`src/rtl/dct_mac_descale.sv`:
```
// DCT dot-product accumulator with round-half-up descale and output saturation.
// One product per cycle in; one descaled term per N_TAPS products out through a valid/ready register.
module dct_mac_descale #(
  parameter int PROD_WIDTH = 29,
  parameter int ACC_WIDTH  = 32,
  parameter int N_TAPS     = 8,
  parameter int SHIFT      = 13,
  parameter int OUT_WIDTH  = 16
) (
  input  logic                  ap_clk,
  input  logic                  ap_rst_n,
  input  logic                  clr,
  input  logic [PROD_WIDTH-1:0] prod_din,
  input  logic                  prod_valid,
  output logic                  prod_ready,
  output logic [OUT_WIDTH-1:0]  out_dout,
  output logic                  out_sat,
  output logic                  out_valid,
  input  logic                  out_ready
);

  localparam int CNT_W = (N_TAPS > 1) ? $clog2(N_TAPS) : 1;
  localparam logic [CNT_W-1:0] LAST_TAP = CNT_W'(N_TAPS - 1);

  localparam logic signed [ACC_WIDTH:0] HALF =
    {{ACC_WIDTH{1'b0}}, 1'b1} << (SHIFT - 1);
  localparam logic signed [ACC_WIDTH:0] OUT_MAX =
    {{(ACC_WIDTH - OUT_WIDTH + 2){1'b0}}, {(OUT_WIDTH - 1){1'b1}}};
  localparam logic signed [ACC_WIDTH:0] OUT_MIN =
    {{(ACC_WIDTH - OUT_WIDTH + 2){1'b1}}, {(OUT_WIDTH - 1){1'b0}}};

  function automatic logic signed [ACC_WIDTH-1:0] sext(input logic [PROD_WIDTH-1:0] p);
    return {{(ACC_WIDTH - PROD_WIDTH){p[PROD_WIDTH-1]}}, p};
  endfunction

  // One guard bit above the accumulator so adding the half-LSB can never wrap.
  function automatic logic signed [ACC_WIDTH:0] round_shift(input logic signed [ACC_WIDTH-1:0] full);
    logic signed [ACC_WIDTH:0] t;
    t = $signed({full[ACC_WIDTH-1], full}) + HALF;
    return t >>> SHIFT;
  endfunction

  // Returns {clipped, value}.
  function automatic logic [OUT_WIDTH:0] saturate(input logic signed [ACC_WIDTH:0] r);
    if (r > OUT_MAX) return {1'b1, OUT_MAX[OUT_WIDTH-1:0]};
    if (r < OUT_MIN) return {1'b1, OUT_MIN[OUT_WIDTH-1:0]};
    return {1'b0, r[OUT_WIDTH-1:0]};
  endfunction

  logic signed [ACC_WIDTH-1:0] acc_p0;
  logic        [CNT_W-1:0]     cnt;
  logic signed [ACC_WIDTH-1:0] full_p0;
  logic        [OUT_WIDTH:0]   res_p0;
  logic                        last_tap;
  logic                        accept;

  logic [OUT_WIDTH-1:0] dout_p1;
  logic                 sat_p1;
  logic                 vld_p1;

  assign last_tap   = (cnt == LAST_TAP);
  assign prod_ready = ap_rst_n & ~clr & ~(vld_p1 & ~out_ready & last_tap);
  assign accept     = prod_valid & prod_ready;

  assign full_p0 = acc_p0 + sext(prod_din);
  assign res_p0  = saturate(round_shift(full_p0));

  // Stage p0: accumulate taps of the current group
  always_ff @(posedge ap_clk or negedge ap_rst_n) begin
    if (!ap_rst_n) begin
      acc_p0 <= '0;
      cnt    <= '0;
    end else if (clr) begin
      acc_p0 <= '0;
      cnt    <= '0;
    end else if (accept) begin
      if (last_tap) begin
        acc_p0 <= '0;
        cnt    <= '0;
      end else begin
        acc_p0 <= full_p0;
        cnt    <= cnt + CNT_W'(1);
      end
    end
  end

  // Stage p1: one-entry result register; a new load may replace a draining result
  always_ff @(posedge ap_clk or negedge ap_rst_n) begin
    if (!ap_rst_n) begin
      dout_p1 <= '0;
      sat_p1  <= 1'b0;
      vld_p1  <= 1'b0;
    end else if (accept && last_tap) begin
      dout_p1 <= res_p0[OUT_WIDTH-1:0];
      sat_p1  <= res_p0[OUT_WIDTH];
      vld_p1  <= 1'b1;
    end else if (vld_p1 && out_ready) begin
      vld_p1  <= 1'b0;
    end
  end

  assign out_dout  = dout_p1;
  assign out_sat   = sat_p1;
  assign out_valid = vld_p1;

endmodule
```
`config.mk`:
```
export PLATFORM = sky130hd
export DESIGN_NAME = dct_mac_descale
export DESIGN_NICKNAME = d
export VERILOG_FILES = /design/src/rtl/dct_mac_descale.sv
export SDC_FILE = /design/constraint.sdc
export NUM_CORES = 1
export LEC_CHECK = 0
export CELL_PAD_IN_SITES_DETAIL_PLACEMENT = 1
export CELL_PAD_IN_SITES_GLOBAL_PLACEMENT = 1
export CORE_MARGIN = 1.5
export CORE_UTILIZATION = 36
export DETAILED_ROUTE_END_ITERATION = 10
export PLACE_DENSITY_LB_ADDON = 0.05
export RECOVER_POWER = 100
export SYNTH_ARGS = -nofsm -noshare
export SYNTH_HDL_FRONTEND = slang
export SYNTH_SLANG_ARGS = --single-unit
```
`constraint.sdc`:
```
create_clock -name ap_clk -period 9 [get_ports ap_clk]
set_input_delay 1.8 -clock ap_clk [delete_from_list [all_inputs] [get_ports ap_clk]]
set_output_delay 1.8 -clock ap_clk [all_outputs]
set_load 0.005 [all_outputs]
```
Word-level counts from Yosys, hierarchy flattened

Index checks and enable logic that the tools add are counted.

Register bits after elaboration: 53
Output and inout port bits: 19
Logic and storage cells: 38

Add/sub/neg operators: 3
Order comparisons: 2
Eq/ne operators: 1
Muxes and demuxes: 15
Bitwise logic cells: 8
Reductions and logical operators: 4

Operator list:

| kind                                                                           | number |
|---|---|
| 32-bit two-way mux                                                             | 3 |
| 17-bit two-way mux                                                             | 4 |
| 32-bit by 14-bit adder with 33-bit output, second input constant               | 1 |
| 32-bit by 29-bit adder with 32-bit output                                      | 1 |
| 20-bit by 16-bit > comparator with 1-bit output, second input constant         | 1 |
| 20-bit by 16-bit less-than comparator with 1-bit output, second input constant | 1 |
| 3-bit two-way mux                                                              | 3 |
| 1-bit bitwise AND                                                              | 5 |
| 1-bit two-way mux                                                              | 5 |
| 2-bit nonzero test                                                             | 2 |
| 3-bit by 1-bit adder with 3-bit output, second input constant                  | 1 |
| 3-bit equality test, second input constant                                     | 1 |
| 1-bit NOT                                                                      | 3 |
| 1-bit logical AND                                                              | 2 |

Depth between registers and ports, before layout

Depth in word-level cells: 8
Gate-level depth with buffers: 17
Gate-level depth less buffers: 16

Worst setup path before layout

OpenSTA, ideal clock, no wires.

Kind: input to register
Start: input prod_din[0]
End: register dout_p1[4], in the netlist out_dout[4]
Setup time: 0.141 ns
Data arrival time: 5.331 ns
Required time: 8.859 ns
Path slack: 3.527 ns
Stages on the path: 15
Path through: ha_1 inv_1 fa_1 nand2b_1 a21oi_1 o211ai_1 and3_1 or3_1 a222oi_1 nand4_1 nor3_1 mux2_2 a211oi_2 buf_2 o32ai_1

Longest elaborated chain between the ends: 7
Elaborated cells between the ends (all ways): 10
Classes of those cells: 2 x add/sub; 2 x order compare; 6 x mux

Ends and longest elaborated chain:

| what                                                    | line | text |
|---|---|---|
| from (decl)                                             | 13   | `input logic [PROD_WIDTH-1:0] prod_din,` |
| 32-bit by 29-bit adder with 32-bit output *             | 65   | `assign full_p0 = acc_p0 + sext(prod_din);` |
| 32-bit by 14-bit adder with 33-bit output *             | 39   | `t = $signed({full[ACC_WIDTH-1], full}) + HALF;` |
| 20-bit by 16-bit less-than comparator with 1-bit output | 46   | `if (r < OUT_MIN) return {1'b1, OUT_MIN[OUT_WIDTH-1:0]};` |
| 1-bit two-way mux (2 in a row)                          | 46   |  |
| 17-bit two-way mux                                      | 47   | `return {1'b0, r[OUT_WIDTH-1:0]};` |
| 17-bit two-way mux *                                    | 46   |  |
| to (signal assigned)                                    | 94   | `dout_p1 <= res_p0[OUT_WIDTH-1:0];` |
| to (decl)                                               | 57   | `logic [OUT_WIDTH-1:0] dout_p1;` |

Mark *: on every way between the ends. The rest lies on a longest branch, timed or not. The select of a mux whose other input is x is not followed.
A chain may end at the register's enable or synchronous reset.

Final worst setup path

Start: input prod_din[0]
End: register dout_p1[14], in the netlist out_dout[14]

The elaborated chain is that of the path after synthesis.

==> qor.yml <==
run_status:
  status: "complete, but fails checks"
  violations: "DRC, capacitance limit, slew limit"
final_layout:
  final_common_cell: "dfrtp_1"
  layout-area-overhead-vs-synth_pct: 18.1
  seqCellArea_um2: 1330
  n_antenna_cell: 0
  nets: 619
  multiInputGateArea_um2: 2840
  fillers: 1365
  drive_gt1_share_pct: 3.45
  final_cell_mix: "dfrtp_1 (53), nor2_1 (47), nand2_1 (46)"
logic_synthesis:
  syn-num-nets: 579
  yosysTopAreaCell: "dfrtp_1"
  ys_seq_area_share_pct: 30.8
  synth_area_leaders: "dfrtp_1 (31%), ha_1 (9.9%), xor2_1 (4.7%)"
  synth_mux_area_share_pct: 1.19
  ys.flop_type: "dfrtp_1"
  synth_top_family_by_area: "compound AO/OA/AOI/OAI gates"
  synth-seq-cells: 53
  synth_area_um2: 4310
  async_flop_share_pct: 100
  synth_edf_count: 0
  synth_adder_area_share_pct: 10.3
  synth_compound_area_share_pct: 27.2
  netlist.area_leader.share_pct: 30.8
  syn_inst: 510
  synth_xor_area_share_pct: 7.52
  yosys_warnings: 0
  avgSynthCellArea_um2: 8.45
  synth_simple_gate_area_share_pct: 19.7
  synth.distinct_cells: 64
route:
  drc: 2
  wl_per_cell_um: 19.7
  vias: 4032
  wirelength_um: 13600
  avgViaCountPerCell: 5.82
  antenna_left: 0
  first_pass_iters: 10
  drt_iter0_drc: 169
timing:
  max-slew-margin-rel_pct: -109
  period_share_pct: 81.4
  tightest_slew_ns: 3.13
  min_period_ns: 7.32
  drv_slew: 72
  skew_ns: 0.00542
  setup_viol: 0
  hold_ws_ns: 0.478
  rsz0062_at_grt: "false"
  hold_violations: 0
  fmax_mhz: 137
  tns_ns: 0
clocking:
  clk_path_buf_depth: 2
  cts-root-buf: "clkbuf_16"
  clock_latency_ns: 0.31
  htreeDepth: 2
  postCtsHoldBufs: 0
  cts.sink_count: 53
  cts_buffers: 5
  cts_tree: "done"
  cts_setup_buffers: 0
  path_clk_slew_ns: 0.07
  cts_resized: 0
worst_setup_path:
  cp_max_fo: 16
  r2r_end: "out_dout[14]$_DFFE_PN0P_"
  crit_path_cell_trace: "clkdlybuf4s50_1 -> ha_1 -> inv_1 -> fa_1 -> nand2b_1 -> a21oi_1 -> o211ai_1 -> and3_1 -> or3_1 -> a222oi_1 -> nand4_1 -> nor3_1 -> mux2_2 -> a211oi_1 -> o32ai_1"
  slowest_stage: "a211oi_1"
  slowest_delay_ns: 1.49
  critical_path_class: "in -> reg"
  critPathLaunchType: "primary input"
  cp-end-kind: "flop"
  required_ns: 9.11
  r2r-start: "acc_p0[0]$_DFFE_PN0P_"
  worstPathArrival_ns: 7.43
  worst_r2r_path_depth: 14
  reg2reg_slack_ns: 3.28
global_route:
  grt_pass1_vias: 4284
  grt_max_degree: 55
  grt-ovfl-total: 0
  grt_use_total_pct: 22.7
  antenna_found_initial: 0
  grt_pass1_wl_um: 22700
hold_path:
  holdPathEnd: "out_dout[15]$_DFFE_PN0P_"
  min_path_type: "reg -> reg"
  whs_path_depth: 1
  hold_path.startpoint: "out_dout[15]$_DFFE_PN0P_"
power:
  p_clk_share_pct: 30.5
  p_sw_uw: 275
  pwr_density_cell_nw_per_um2: 149
  power_frac_comb_pct: 35.5
  vdd_drop_max_v: 0.0000983
  seq_power_share_pct: 34.0
  switching_share_pct: 36.4
  p_int_uw: 481
  power.leakage_nw: 2.30
place:
  port_buffers: 52
  gp_congestion: 0.861
  dp.final_hpwl_um: 10300
die:
  dieArea_um2: 12600
  die_x_um: 112
  core_um2: 11600
  core.rowCount: 39
  start_util_pct: 37.2
  die_y_um: 112
  ios: 53
job:
  maxCapViolCount: 2
## per-layer routing
metal	vias to the layer above	GRT usage [%]	wire [µm]
met5	-	0	0
met4	0	4.47	132
met3	8	3.02	618
met2	76	36.2	6040
met1	1970	33.0	6830
li1	1978	-	-
## critical path: cells and delay by family
kind	cells	cell delay (ns)
AO/OA/AOI/OAI	5	2.77
AND/OR/NAND/NOR	5	1.43
adder cells (fa/ha/maj)	2	0.55
buffers and inverters	2	0.52
multiplexers	1	0.36
## Yosys cell counts, types with 2 or more instances
cell type and count:
nand3_1 15, nor4_1 3, ha_1 34, and2_1 10
buf_2 4, nand3b_1 2, o21ai_1 4, nand2_1 46
nor2_1 48, a22oi_1 2, nor2b_1 3, a21o_1 17
o21ai_0 33, o22ai_1 2, o31ai_1 3, nor3_1 12
a221oi_1 2, o31a_1 2, xnor2_1 14, nand2b_1 6
and3_1 10, dfrtp_1 53, xor2_1 23, o32ai_1 13
a22o_1 12, or3_1 6, a21oi_1 37, inv_1 11
o21a_1 4, o311ai_0 3, a211oi_1 8, o211ai_1 5
a221o_1 2, clkbuf_1 16, nand4_1 9, mux2i_1 4
o21bai_1 5
## registers in the layout, summed over array words and instances (netlist names)
name       flops
out_dout      16
acc_p0        32
out_sat        1
out_valid      1
cnt            3
## area by class of cell
cell class	instances	share of cell area (%)
clock buffer	5	2.46
multi-input combinational	423	55.8
sequential	53	26.1
clock inverter	2	0.763
timing repair buffer	56	10.6
inverter	11	0.812
tap	143	3.52
## cell families after synthesis
kind of cell | count (synthesis)
adder cells (fa/ha/maj) | 35
multiplexers | 5
XOR/XNOR | 37
AND/OR/NAND/NOR | 176
buffers and inverters | 34
flip-flops | 53
AO/OA/AOI/OAI | 170
## worst max path at each step
stage / from / to / slack [ns] / depth (start not counted)
floorplan: prod_din[0] / out_dout[4]$_DFFE_PN0P_ / 3.53 / 15
global placement: prod_din[0] / out_dout[14]$_DFFE_PN0P_ / 2.24 / 15
detailed placement: prod_din[0] / out_dout[14]$_DFFE_PN0P_ / 2.06 / 15
CTS: prod_din[0] / out_dout[4]$_DFFE_PN0P_ / 2.37 / 15
global route: ap_rst_n / out_dout[4]$_DFFE_PN0P_ / 1.01 / 8
finish: prod_din[0] / out_dout[14]$_DFFE_PN0P_ / 1.68 / 15
## stage by stage
| stage | instance area, µm² | setup WS (ns) | instances | utilization (%) | power [mW] |
|---|---|---|---|---|---|
| after floorplan | 4310 | 3.53 | 510 | - | 0.444 |
| after global placement | 4930 | 2.24 | 686 | 42.7 | 0.523 |
| after detailed placement | 4930 | 2.06 | 686 | 42.7 | 0.528 |
| after CTS | 5100 | 2.37 | 693 | 44.1 | 0.763 |
| after global routing | 5090 | 1.01 | 693 | 44.0 | 0.803 |
| final | 5090 | 1.68 | 693 | 44.0 | 0.756 |
## power groups by stage
stage	Clock [mW]	Combinational, mW	Sequential [mW]
CTS	0.237	0.269	0.257
global route	0.246	0.298	0.259
global placement	0	0.262	0.261
detailed placement	0	0.266	0.262
floorplan	0	0.184	0.260
finish	0.230	0.268	0.257
Note: power is estimated with default switching activity, not from simulation.
